[src/rtl/sgdmac_bdram_arb.sv]
// ---------------------------------------------------------------------------
// sgdmac_bdram_arb
//   Arbitrates a single-port descriptor RAM between a host port (single word
//   read/write) and the DMA engine (fixed-length read bursts). One access is
//   serviced at a time, with at least one IDLE cycle between accesses.
//
//   Returned read data is steered by a 2-stage owner tag pipeline. This
//   matches the RAM's 2-cycle registered read latency.
//
// Parameters
//   BD_AWIDTH  descriptor RAM word-address width
//   BURST_LEN  engine burst length in words (power of 2, 2..8)
//
// Ports
//   clk, rstn                 clock, async active-low reset
//   h_req/h_we/h_addr/h_wdat  host request; held stable until h_gnt
//   h_gnt/h_rdat/h_rval       host grant pulse, read data and valid
//   e_req/e_addr              engine burst request; held stable until e_gnt
//   e_gnt/e_rdat/e_rval/e_last engine grant, read data, valid, last word
//   bd_*                      RAM write/read ports; bd_rdat is valid 2 cycles
//                             after bd_re
//
// Configuration
//   SGDMAC_BDARB_HOSTPRIO_EN  when defined, the host always wins when both
//                             requesters are active. When undefined,
//                             simultaneous requests are served round robin.
// ---------------------------------------------------------------------------
module sgdmac_bdram_arb #(
    parameter int BD_AWIDTH = 10,
    parameter int BURST_LEN = 4
) (
    input  logic                 clk,
    input  logic                 rstn,
    // host port
    input  logic                 h_req,
    input  logic                 h_we,
    input  logic [BD_AWIDTH-1:0] h_addr,
    input  logic [31:0]          h_wdat,
    output logic                 h_gnt,
    output logic [31:0]          h_rdat,
    output logic                 h_rval,
    // engine port
    input  logic                 e_req,
    input  logic [BD_AWIDTH-1:0] e_addr,
    output logic                 e_gnt,
    output logic [31:0]          e_rdat,
    output logic                 e_rval,
    output logic                 e_last,
    // descriptor RAM
    output logic [BD_AWIDTH-1:0] bd_waddr,
    output logic [BD_AWIDTH-1:0] bd_raddr,
    output logic [31:0]          bd_wdat,
    output logic                 bd_we,
    output logic                 bd_re,
    input  logic [31:0]          bd_rdat
);

    localparam int CW = $clog2(BURST_LEN);

    typedef enum logic [1:0] {ST_IDLE, ST_HOST, ST_ENG} state_t;

    // Owner of a read in flight. The final engine word carries its own tag so
    // that e_last is generated without a second counter on the return side.
    typedef enum logic [1:0] {TAG_NONE, TAG_HOST, TAG_ENG, TAG_ELAST} tag_t;

    typedef struct packed {
        logic                 we;
        logic [BD_AWIDTH-1:0] addr;
        logic [31:0]          wdat;
    } host_cap_t;

    state_t               state, state_nxt;
    logic [CW-1:0]        cnt;
    logic                 cnt_last;
    host_cap_t            host_cap;
    logic [BD_AWIDTH-1:0] eng_addr;
    logic                 host_win, eng_win;
    tag_t                 tag_issue;
    tag_t [2:1]           tag_pipe;

`ifndef SGDMAC_BDARB_HOSTPRIO_EN
    logic                 last_eng;   // 1: engine was granted most recently
`endif

    // ------------------------------------------------------------------
    // Arbitration. A grant is issued only in IDLE and is combinational, so
    // the requester sees it in the same cycle that its fields are captured.
    // ------------------------------------------------------------------
    always_comb begin
        host_win = 1'b0;
        eng_win  = 1'b0;
        if (state == ST_IDLE) begin
`ifdef SGDMAC_BDARB_HOSTPRIO_EN
            host_win = h_req;
            eng_win  = e_req && !h_req;
`else
            if (h_req && e_req) begin
                host_win = last_eng;
                eng_win  = !last_eng;
            end else begin
                host_win = h_req;
                eng_win  = e_req;
            end
`endif
        end
    end

    assign h_gnt    = host_win;
    assign e_gnt    = eng_win;
    assign cnt_last = (cnt == CW'(BURST_LEN - 1));

    // ------------------------------------------------------------------
    // Next state and RAM drive. The RAM buses are forced to zero outside an
    // access so that the outputs stay quiet in IDLE.
    // ------------------------------------------------------------------
    always_comb begin
        state_nxt = state;
        bd_we     = 1'b0;
        bd_re     = 1'b0;
        bd_waddr  = '0;
        bd_raddr  = '0;
        bd_wdat   = '0;
        tag_issue = TAG_NONE;
        case (state)
            ST_IDLE: begin
                if (host_win)     state_nxt = ST_HOST;
                else if (eng_win) state_nxt = ST_ENG;
            end
            ST_HOST: begin
                bd_we     = host_cap.we;
                bd_re     = !host_cap.we;
                bd_waddr  = host_cap.addr;
                bd_raddr  = host_cap.addr;
                bd_wdat   = host_cap.wdat;
                tag_issue = host_cap.we ? TAG_NONE : TAG_HOST;
                state_nxt = ST_IDLE;
            end
            ST_ENG: begin
                bd_re     = 1'b1;
                // Wraps naturally at the top of the address space.
                bd_raddr  = eng_addr + BD_AWIDTH'(cnt);
                tag_issue = cnt_last ? TAG_ELAST : TAG_ENG;
                if (cnt_last) state_nxt = ST_IDLE;
            end
            default: state_nxt = ST_IDLE;
        endcase
    end

    // ------------------------------------------------------------------
    // State, burst counter, captured request fields
    // ------------------------------------------------------------------
    always_ff @(posedge clk or negedge rstn) begin
        if (!rstn) begin
            state    <= ST_IDLE;
            cnt      <= '0;
            host_cap <= '0;
            eng_addr <= '0;
        end else begin
            state <= state_nxt;
            if (state == ST_ENG && !cnt_last) cnt <= cnt + CW'(1);
            else                              cnt <= '0;
            if (host_win) host_cap <= '{we: h_we, addr: h_addr, wdat: h_wdat};
            if (eng_win)  eng_addr <= e_addr;
        end
    end

`ifndef SGDMAC_BDARB_HOSTPRIO_EN
    // The reset value of "engine" makes the host win the first tie.
    always_ff @(posedge clk or negedge rstn) begin
        if (!rstn)         last_eng <= 1'b1;
        else if (host_win) last_eng <= 1'b0;
        else if (eng_win)  last_eng <= 1'b1;
    end
`endif

    // ------------------------------------------------------------------
    // Return-data steering. The tag issued with bd_re reaches stage 2 in the
    // cycle that bd_rdat holds the corresponding word. Reset flushes the
    // tags, so an aborted access never produces a valid pulse.
    // ------------------------------------------------------------------
    always_ff @(posedge clk or negedge rstn) begin
        if (!rstn) tag_pipe <= {TAG_NONE, TAG_NONE};
        else       tag_pipe <= {tag_pipe[1], tag_issue};
    end

    assign h_rval = (tag_pipe[2] == TAG_HOST);
    assign e_rval = (tag_pipe[2] == TAG_ENG) || (tag_pipe[2] == TAG_ELAST);
    assign e_last = (tag_pipe[2] == TAG_ELAST);
    assign h_rdat = h_rval ? bd_rdat : 32'h0;
    assign e_rdat = e_rval ? bd_rdat : 32'h0;

endmodule

[config.mk]
export PLATFORM = sky130hd
export DESIGN_NAME = sgdmac_bdram_arb
export DESIGN_NICKNAME = d
export VERILOG_FILES = /design/src/rtl/sgdmac_bdram_arb.sv
export SDC_FILE = /design/constraint.sdc
export NUM_CORES = 1
export LEC_CHECK = 0
export ABC_AREA = 1
export CAP_MARGIN = 10
export CORE_MARGIN = 2
export CORE_UTILIZATION = 25
export DETAILED_ROUTE_END_ITERATION = 12
export GPL_TIMING_DRIVEN = 0
export PLACE_DENSITY = 0.59
export REMOVE_ABC_BUFFERS = 1
export SLEW_MARGIN = 20
export SYNTH_ARGS = -nofsm -noshare
export SYNTH_HDL_FRONTEND = slang
export SYNTH_SLANG_ARGS = --single-unit
[constraint.sdc]
create_clock -name clk -period 3.3 [get_ports clk]
set_clock_uncertainty 0.2 [all_clocks]
set_input_delay 0.66 -clock clk [delete_from_list [all_inputs] [get_ports clk]]
set_output_delay 0.66 -clock clk [all_outputs]
set_load 0.02 [all_outputs]
==> impl_results.md, run 1 <==
- Outcome: finished clean
- Mux share of post-synthesis cell area: 0
- Largest family of logic cells by synthesized area: simple AND/OR/NAND/NOR gates
- HP Class: input port to asynchronous set/reset pin
- Buf/Inv on CP: 3
- Post-DP HPWL: 9060 um
- Combinational share of power: 0.470
- CTS Buf Count: 9
- CTS root buffer: clkbuf_16
- DR vias: 3964
- FMAX: 314 MHz
- Routed Antenna Nets: 0
- 1st-iter DRT viols: 124
- Final slew viol count: 0
- Largest delay share family, worst path: buffers and inverters
- WL met2: 6220 um
- GR Util All Layers: 0.162
- Top Metal Used: met4
- Synth Warn #: 0
- Final WS setup: 0.113 ns
- FFs w/ async S/R, synth: 1.00
- Placer congestion estimate: 0.764
- 1st-pass router iterations: 4
- Seq cells post-synth: 62
- Synthesized cell area: 0.00358 sq mm
- Non-Filler Instances: 940
- Post-synthesis compound-gate area fraction: 0.0448
- Unique masters post-synth: 26
- Share of power burned in registers: 0.304
- I/O pin total: 212
- Top area cells in the synthesized netlist: dfrtp_1 43%, nand2_1 26%, inv_1 13%, nor2_1 4.2%, a21oi_1 2.1%
- Clock Latency Late Sink: 0.33 ns
- DR WL/cell: 13.4 um
- Clock power frac: 0.226
- Row count: 43
- Reg2Reg Launch Point: state[1]
- Post-synth top area cell: dfrtp_1
- RSZ-0062 raised after global routing: false
- Post-Syn Instances: 549
- Ys flop type: dfrtp_1
- Final period util: 0.966
- GR Overflow Total: 0
- WP depth: 5
- Post-Synth Simple-Gate Area: 0.325
- DIE AREA: 0.0153 sq mm
- CTS tree: done
- First-pass GRT wire length: 19100 um
- Critical-path top delay cell: clkdlybuf4s50_1
- P&R area growth vs syn: 75.6%
- Vias in the first global route: 3856
- Power Total: 0.00453 W
- Core Box Area: 0.0139 sq mm
- Largest net degree at the start of global routing: 46
- Internal cell power: 0.00269 W
- Synth Area in XOR/XNOR: 0
- Adder-cell share of the synthesized area: 0.0266
- Crit path max fanout: 35
- Worst stage delay on the critical path: 0.63 ns
- DRC errors left: 0
- Via density: 4.22
- DIE HEIGHT: 124 um
- Critical path arrival: 2.33 ns
- CP Launch Type: flip-flop
- Port buffer count: 211
- Req. time, crit path: 2.44 ns
- Sequential area share after synthesis: 0.434
- Cell breakdown of the critical path: nor2_4 > clkinvlp_4 > buf_12 > nor2_1 > clkdlybuf4s50_1
- Routed length on met1: 5040 um
- Final hold vios: 0
- Met3 WL post-DR: 1160 um
- Syn_area_per_cell: 6.52 sq um
- Cts-stage hold buffer count: 0
- Max_cap viols: 0
- CTS clk-pin slew, worst paths: 0.06 ns
- Sinks on Clock Net: 62
- Min Hold Slack: 0.00829 ns
- Post-synth top area share: 0.427
- Layout cell share with drive strength beyond 1: 0.0487
- Slew at the pin with the worst max-slew slack: 0.588 ns
- H-tree depth: 3
- Post-Place Worst Slack: -0.727 ns
- Max clock buf depth: 2
- Switching Fraction: 0.406
- Final Core Density: 0.451
- Die width: 124 um
- Slew HR: 0.608
- Placed cells: 918
- Initial core utilization: 0.257
- Worst VDD drop: 0.368 mV
- Reg2reg end: state[1]
- Sw power: 0.00184 W
- Final Critical Period: 3.19 ns
- Initial antenna violation count: 0
- Final setup fails: 0
- Setup crit end kind: output pin
- Total Routed Length: 12600 um
- PwrDens: 721 mW/mm^2
- Critical setup path kind: flip-flop to output pin
- Final #Nets: 851
- # diodes: 0
- Leakage power: 3.57 nW
- Post-synth EDFFs: 0
- R2R depth: 8
- Register-to-register setup slack: 1.15 ns
## cell usage after synthesis (2+ instances only)
| cell | n |
|---|---|
| a21oi_1 | 15 |
| buf_2 | 8 |
| buf_4 | 3 |
| buf_6 | 2 |
| clkbuf_1 | 10 |
| dfrtp_1 | 61 |
| ha_1 | 6 |
| inv_1 | 126 |
| nand2_1 | 245 |
| nand3_1 | 10 |
| nand4_1 | 2 |
| nor2_1 | 40 |
| o21ai_0 | 8 |
## power groups by stage
stage	clock network, W	logic (W)	registers (W)
after CTS	0.00106	0.00215	0.00138
final	0.00102	0.00213	0.00138
after floorplan	0	0.00116	0.00132
after detailed placement	0	0.00208	0.00138
after global placement	0	0.00203	0.00137
after global routing	0.00109	0.00237	0.00143
## layout make-up
cell class,count,area (sq um)
inverters,128,497
clock inverters,5,82.6
well taps,180,225
fillers,1427,7650
repair buffers,216,2220
repair inverters,1,7.51
multi-input cells,337,1460
flip-flops and latches,62,1550
clock buffers,11,243
## state kept, by name, summed over array words and instances, names as in the netlist
signal,count
eng_addr,10
tag_pipe,4
host_cap,43
cnt,2
last_eng,1
state,2
## cells in the final DEF (no fill, tap or decap), types with 2 or more instances in the layout
master / count
a21oi_1: 15
buf_12: 2
buf_16: 2
buf_4: 2
bufinv_16: 2
clkbuf_16: 9
clkdlybuf4s50_1: 201
clkinv_4: 2
clkinvlp_4: 2
dfrtp_1: 60
dlygate4sd2_1: 5
dlymetal6s2s_1: 4
ha_1: 4
inv_1: 125
nand2_1: 245
nand3_1: 10
nand3_2: 2
nand4_1: 2
nor2_1: 39
o21ai_0: 8
## what timing repair did
| item | in CTS | in global routing |
|---|---|---|
| setup endpoints to repair | 36 | 21 |
| buffers inserted | 2 | 1 |
| hold endpoints to repair | 0 | 0 |
| pin swaps | 1 | 0 |
| gates cloned | 3 | 0 |
| resized for setup | 12 | 6 |
## worst max-delay path by stage
stage	end	from
floorplan	h_rdat[0]	tag_pipe[3]
global placement	host_cap[5]	rstn
detailed placement	h_gnt	h_req
CTS	bd_raddr[2]	state[0]
global route	h_rdat[21]	tag_pipe[3]
finish	h_rdat[13]	tag_pipe[3]
## logic make-up after synthesis
kind of cell             count (synthesis)
buffers and inverters                  152
AO/OA/AOI/OAI                           28
adder cells (fa/ha/maj)                  7
flip-flops                              62
AND/OR/NAND/NOR                        300
## per-stage QoR
stage                     cell area, sq um  setup TNS [ns]
after global placement                5790          -65.68
after CTS                             6240               0
after global routing                  6280               0
after floorplan                       3450               0
after detailed placement              5840           -6.89
final                                 6280               0
## worst register-to-register path, delay by kind of cell (launching register included)
kind	cells	cell delay, ns
adders and majority gates	1	0.42
DFF	1	0.40
buffers and inverters	3	0.42
and+or+nand+nor	1	0.16
AOI/OAI and AO/OA	3	0.43
## metal layers
layer / global-route usage / vias up
met4: 0.0490 / 0
met5: 0 / -
met1: 0.192 / 1819
li1: - / 1982
met3: 0.0417 / 9
met2: 0.287 / 154
No activity file was read; power rests on OpenSTA's default activity.
==> run 2, diff against run 1 <==
--- a/config.mk
+++ b/config.mk
@@ -13,6 +13,7 @@
 export GPL_TIMING_DRIVEN = 0
 export PLACE_DENSITY = 0.59
 export REMOVE_ABC_BUFFERS = 1
+export SKIP_CTS_REPAIR_TIMING = 1
 export SLEW_MARGIN = 20
 export SYNTH_ARGS = -nofsm -noshare
 export SYNTH_HDL_FRONTEND = slang
==> run 2 against run 1 <==
Net effect:
- sequential share of layout area fell by 0.14 points
- combinational power barely moved
- via count rose by 0.63%
- fmax fell by 0.51%
- sequential power barely moved
- die area did not move
- core utilization rose by 0.33 points
- register-to-register slack improved by 0.22 ns
- cell area rose by 0.74%
- hold slack improved by 0.0021 ns
- non-clock buffer count rose by 5
- clock-buffer cell count did not move
- critical endpoint is now h_gnt
- largest power group unchanged
- highest routed layer unchanged
==> impl_results.md, run 2 (same netlist as run 1, synthesis figures left out) <==
- Clock power frac: 0.224 (-0.002)
- TNS Setup: 0 ns (unchanged)
- Largest registers: host_cap x43, eng_addr x10, tag_pipe x4
- Register bank with the most flops: host_cap
- Fillers: 1426 (-0.070%)
- Layout cell share with drive strength beyond 1: 0.0562 (+0.00752)
- Initial core utilization: 0.257 (unchanged)
- Post-Place Worst Slack: -0.727 ns (unchanged)
- Non-Filler Instances: 945 (+0.53%)
- CTS tree: done
- Max clock buf depth: 2 (unchanged)
- GR Util All Layers: 0.150 (-0.0119)
- # diodes: 0 (unchanged)
- H-tree depth: 3 (unchanged)
- Critical setup path kind: input port to output pin
- Final period util: 0.971 (+0.00497)
- DRC errors left: 0 (unchanged)
- Slew HR: 0.618 (+0.00987)
- Final Core Density: 0.454 (+0.00332)
- 1st-iter DRT viols: 111 (-10%)
- Switching Fraction: 0.404 (-0.00203)
- CTS root buffer: clkbuf_16
- Sinks on Clock Net: 62 (unchanged)
- Leakage power: 3.63 nW (+1.7%)
- Sw power: 0.00184 W (+0.31%)
- First-pass GRT wire length: 18000 um (-5.8%)
- GR Overflow Total: 0 (unchanged)
- CTS clk-pin slew, worst paths: 0.06 ns (about the same)
- Final WS setup: 0.0968 ns (-0.0164 ns)
- Outcome: finished clean
- Req. time, crit path: 2.44 ns (about the same)
- Largest net degree at the start of global routing: 46 (unchanged)
- Clock Latency Late Sink: 0.33 ns (about the same)
- Most common cell after layout, fill and taps aside: nand2_1
- Initial antenna violation count: 0 (unchanged)
- Core Box Area: 0.0139 sq mm (unchanged)
- HP Class: input port to asynchronous set/reset pin
- Max_cap viols: 0 (unchanged)
- CTS Buf Count: 9 (unchanged)
- Vias in the first global route: 3743 (-2.9%)
- Final slew viol count: 0 (unchanged)
- Die width: 124 um (unchanged)
- Routed Antenna Nets: 0 (unchanged)
- Row count: 43 (unchanged)
- I/O pin total: 212 (unchanged)
- Final hold vios: 0 (unchanged)
- DIE AREA: 0.0153 sq mm (unchanged)
- Critical path arrival: 2.34 ns (about the same)
- DR WL/cell: 13.4 um (+0.20%)
- CP Launch Type: input port
- Flip-flop count of the largest register after layout: 43 (unchanged)
- Via density: 4.22 (about the same)
- P&R area growth vs syn: 76.9%
- Placed cells: 918 (unchanged)
- Internal cell power: 0.00272 W (+1.2%)
- 1st-pass router iterations: 4 (unchanged)
- Worst VDD drop: 0.360 mV (-2.0%)
- Total Routed Length: 12600 um (+0.73%)
- Port buffer count: 211 (unchanged)
- Final #Nets: 856 (+0.59%)
- Share of power burned in registers: 0.302 (-0.002)
- Placer congestion estimate: 0.764 (unchanged)
- FMAX: 312 MHz (-0.51%)
- Post-DP HPWL: 9060 um (unchanged)
- Final setup fails: 0 (unchanged)
- Crit path max fanout: 45 (+29%)
- Final Critical Period: 3.20 ns (+0.0164 ns)
- Slew at the pin with the worst max-slew slack: 0.573 ns (-0.0155 ns)
- DIE HEIGHT: 124 um (unchanged)
- Setup crit end kind: output pin
- DR vias: 3989 (+0.63%)
- Combinational share of power: 0.474 (+0.004)
- Most frequent cells in the layout: 245 x nand2_1, 202 x clkdlybuf4s50_1, 125 x inv_1
- PwrDens: 721 mW/mm^2 (about the same)
## run 2: worst paths after layout
path / start / endpoint / slack [ns] / cells after the start
max: e_req / h_gnt / 0.1 / 5
min: rstn / state[1] / 0.01 / 1
max reg2reg: state[0] / state[1] / 1.37 / 8
min reg2reg: tag_pipe[1] / tag_pipe[3] / 0.15 / 0
max in group asynchronous: rstn / host_cap[25] / 2.37 / 2
min in group clk: tag_pipe[1] / tag_pipe[3] / 0.15 / 0
## run 2: per-stage QoR
step / total power, W / hold slack, ns / area, sq um
floorplan: 0.00247 / 0.131 / 3450
global placement: 0.00340 / 0.133 / 5790
detailed placement: 0.00346 / 0.136 / 5840
CTS: 0.00452 / 0.00794 / 6170
global route: 0.00493 / 0.0155 / 6330
finish: 0.00457 / 0.0104 / 6330
## run 2: final cells by class
cell class	count	area, sq um	share of cell area
Timing Repair inverter	1	7.51	0.00119
Tap cell	180	225	0.0356
Clock buffer	11	243	0.0383
Sequential cell	62	1560	0.246
Timing Repair Buffer	221	2260	0.357
Inverter	128	497	0.0785
Multi-Input combinational cell	337	1460	0.231
Clock inverter	5	82.6	0.0130
## run 2: power by group through the flow
stage / sequential (W) / combinational [W] / clock [W]
3_5_place_dp: 0.00138 / 0.00208 / 0
6_report: 0.00138 / 0.00216 / 0.00102
4_1_cts: 0.00137 / 0.00209 / 0.00106
2_1_floorplan: 0.00132 / 0.00116 / 0
3_3_place_gp: 0.00137 / 0.00203 / 0
5_1_grt: 0.00143 / 0.00241 / 0.00109
## run 2: metal layers
| metal | part of all wire | track usage | vias up |
|---|---|---|---|
| met5 | 0 | 0 | - |
| met2 | 0.50 | 0.261 | 154 |
| li1 | - | - | 1992 |
| met3 | 0.095 | 0.0417 | 9 |
| met4 | 0.010 | 0.0490 | 0 |
| met1 | 0.40 | 0.179 | 1834 |
## run 2: worst max-delay path, cell delays in order
cell	delay, ns
clkdlybuf4s50_1	0.43
nand2_2	0.19
nand3_4	0.18
clkinv_8	0.22
clkdlybuf4s50_1	0.64
==> edit (flow settings as in run 2) <==
`BD_AWIDTH`: 10 -> 8.
--- a/src/rtl/sgdmac_bdram_arb.sv
+++ b/src/rtl/sgdmac_bdram_arb.sv
@@ -26,7 +26,7 @@
 //                             simultaneous requests are served round robin.
 // ---------------------------------------------------------------------------
 module sgdmac_bdram_arb #(
-    parameter int BD_AWIDTH = 10,
+    parameter int BD_AWIDTH = 8,
     parameter int BURST_LEN = 4
 ) (
     input  logic                 clk,
Interface: changed (resized bd_raddr, bd_waddr, e_addr and h_addr); port bits go from 212 to 204. The function was not compared with the original's and may differ.
==> edit against run 2 <==
Setup slack got worse by 0.025 ns. Combinational power is 3% lower. Design area shrank 5.3%. Sequential cell count down 4. Synthesized area shrank 6.0%. Wire length decreased by 7.2%. Die area shrank 5.9%. Power shrank 4.0%. Critical path type is now reg -> out.
==> edit: results (changes against run 2) <==
fraction of layout cells with a size suffix above 1 5.220% (-0.40 points); Static Leakage 3.395 nW (-6.4%); vias in the first global route 3,607 (-3.6%); gpl congestion 0.7788 (+1.9%); diodes inserted 0 (unchanged); Post-synth EDFFs 0 (unchanged); final layout net count 815 (-4.8%); Routed WL per cell 12.98 µm (-3.0%); Seq/Total Area, Yosys 43.21% (-0.18 points); register clock-pin slew on the reported worst setup and hold paths 0.05 ns; Worst-Skew Late Latency 0.32 ns; distinct cell type count of the synthesized netlist 21 (-19%); CTS max path bufs 2 (unchanged); Cells after Synth 520 (-5.3%); CP peak stage delay 0.68 ns (+0.04 ns); Slowest-stage cell, CP clkdlybuf4s50_1; Avg Vias per Cell 4.137 (-2.0%); Synth async-reset ratio 100.0% (unchanged); WP data arrival 2.37 ns (+0.03 ns); Synth warnings 0 (unchanged); initial antenna violation count 0 (unchanged); detailed placement HPWL 8.229 mm (-9.2%); top cells by count, synth nand2_1 (235), inv_1 (122), dfrtp_1 (57); # H-tree levels 3 (unchanged); DRT iter0 DRCs 135 (+22%); hold crit path type in -> async; Largest regs host_cap (41), eng_addr (8), tag_pipe (4); final hold viol count 0 (unchanged); Num CTS Buffers 9 (unchanged); first-pass GRT wire length 17.63 mm (-2.0%); largest net degree at the start of global routing 44 (-4.3%); DR pass1 iterations 4 (unchanged); Max-slew headroom 62.30% (+0.52 points); DP Cell Count 879 (-4.2%); synth top area cells dfrtp_1 (42%), nand2_1 (26%), inv_1 (14%), nor2_1 (4.6%), ha_1 (2.2%); Max VDD drop 0.0003989 V (+11%); Cell Count, Final, Fillers Out 904 (-4.3%); Global Route Usage Sum 15.21% (+0.18 points); CTS root buf clkbuf_16; number of port buffers 203 (-3.8%); worst-path maximum fanout 16 (-64%); status complete, no violations
==> edit: cell types whose count changed after synthesis, moves of 2 or more <==
| cell | change |
|---|---|
| nand2_1 | -10 |
| dfrtp_1 | -4 |
| inv_1 | -4 |
| nand3_1 | -3 |
| a21oi_1 | -2 |
| nand4_1 | -2 |
==> edit: cell type report <==
class	instances	area, µm²
fillers	1358	7192
clock inverters	1	30.03
inverters	125	485.5
clock buffers	15	297.8
repair buffers	210	2145
well taps	176	220.2
flip-flops and latches	58	1454
multi-input cells	317	1350
repair inverters	2	16.27
==> edit: critical path, delay by kind of cell, from the launching register on <==
family	cells	cell delay, ns
flops	1	0.39
buf+inv	2	0.77
compound gates	1	0.36
simple gates	1	0.15
fa+ha+maj	1	0.38
==> edit: logic make-up (layout without fill, tap and decap cells) <==
| kind of cell | Yosys count | after routing | synth area share (%) |
|---|---|---|---|
| fa+ha+maj | 7 | 7 | 2.828 |
| flops | 58 | 58 | 43.21 |
| simple gates | 285 | 287 | 32.56 |
| compound gates | 23 | 23 | 3.871 |
| buf+inv | 147 | 353 | 17.53 |
==> edit: power by group <==
| part | switching [mW] | internal, mW | total (mW) | leakage (nW) |
|---|---|---|---|---|
| clock | 0.308 | 0.687 | 0.995 | 0.162 |
| sequential | 0.254 | 1.05 | 1.30 | 0.723 |
| combinational | 1.20 | 0.889 | 2.09 | 2.51 |
==> edit: path summary, 6_finish.rpt <==
kind / start / endpoint / slack [ns] / cells after the start
min in group clk: tag_pipe[1] / tag_pipe[3] / 0.15 / 0
min reg2reg: tag_pipe[1] / tag_pipe[3] / 0.15 / 0
max: state[0] / e_gnt / 0.07 / 5
max in group asynchronous: rstn / last_eng / 2.35 / 2
max reg2reg: state[0] / state[0] / 1.35 / 7
min: rstn / host_cap[28] / 0.003 / 1
==> edit: metal layers <==
metal / global-route usage (%) / part of all wire, % / vias to the layer above
met5: 0 / 0 / -
li1: - / - / 1877
met1: 18.25 / 41 / 1702
met3: 4.848 / 8.9 / 8
met2: 26.03 / 50 / 153
met4: 4.338 / 0.71 / 0
==> edit: through the flow <==
| step | util, % | hold WS (ns) | cell area (µm²) | TNS (ns) | setup WS [ns] |
|---|---|---|---|---|---|
| after floorplan | - | 0.1312 | 3243 | 0 | 0.4421 |
| after global placement | 41.66 | 0.1346 | 5495 | -53.46 | -0.6878 |
| after detailed placement | 42.08 | 0.1371 | 5550 | -6.006 | -0.7532 |
| after CTS | 44.56 | -0.0009466 | 5878 | -17.36 | -0.7516 |
| after global routing | 45.48 | 0.003677 | 5998 | -0.2260 | -0.1172 |
| final | 45.48 | 0.003131 | 5998 | 0 | 0.07170 |
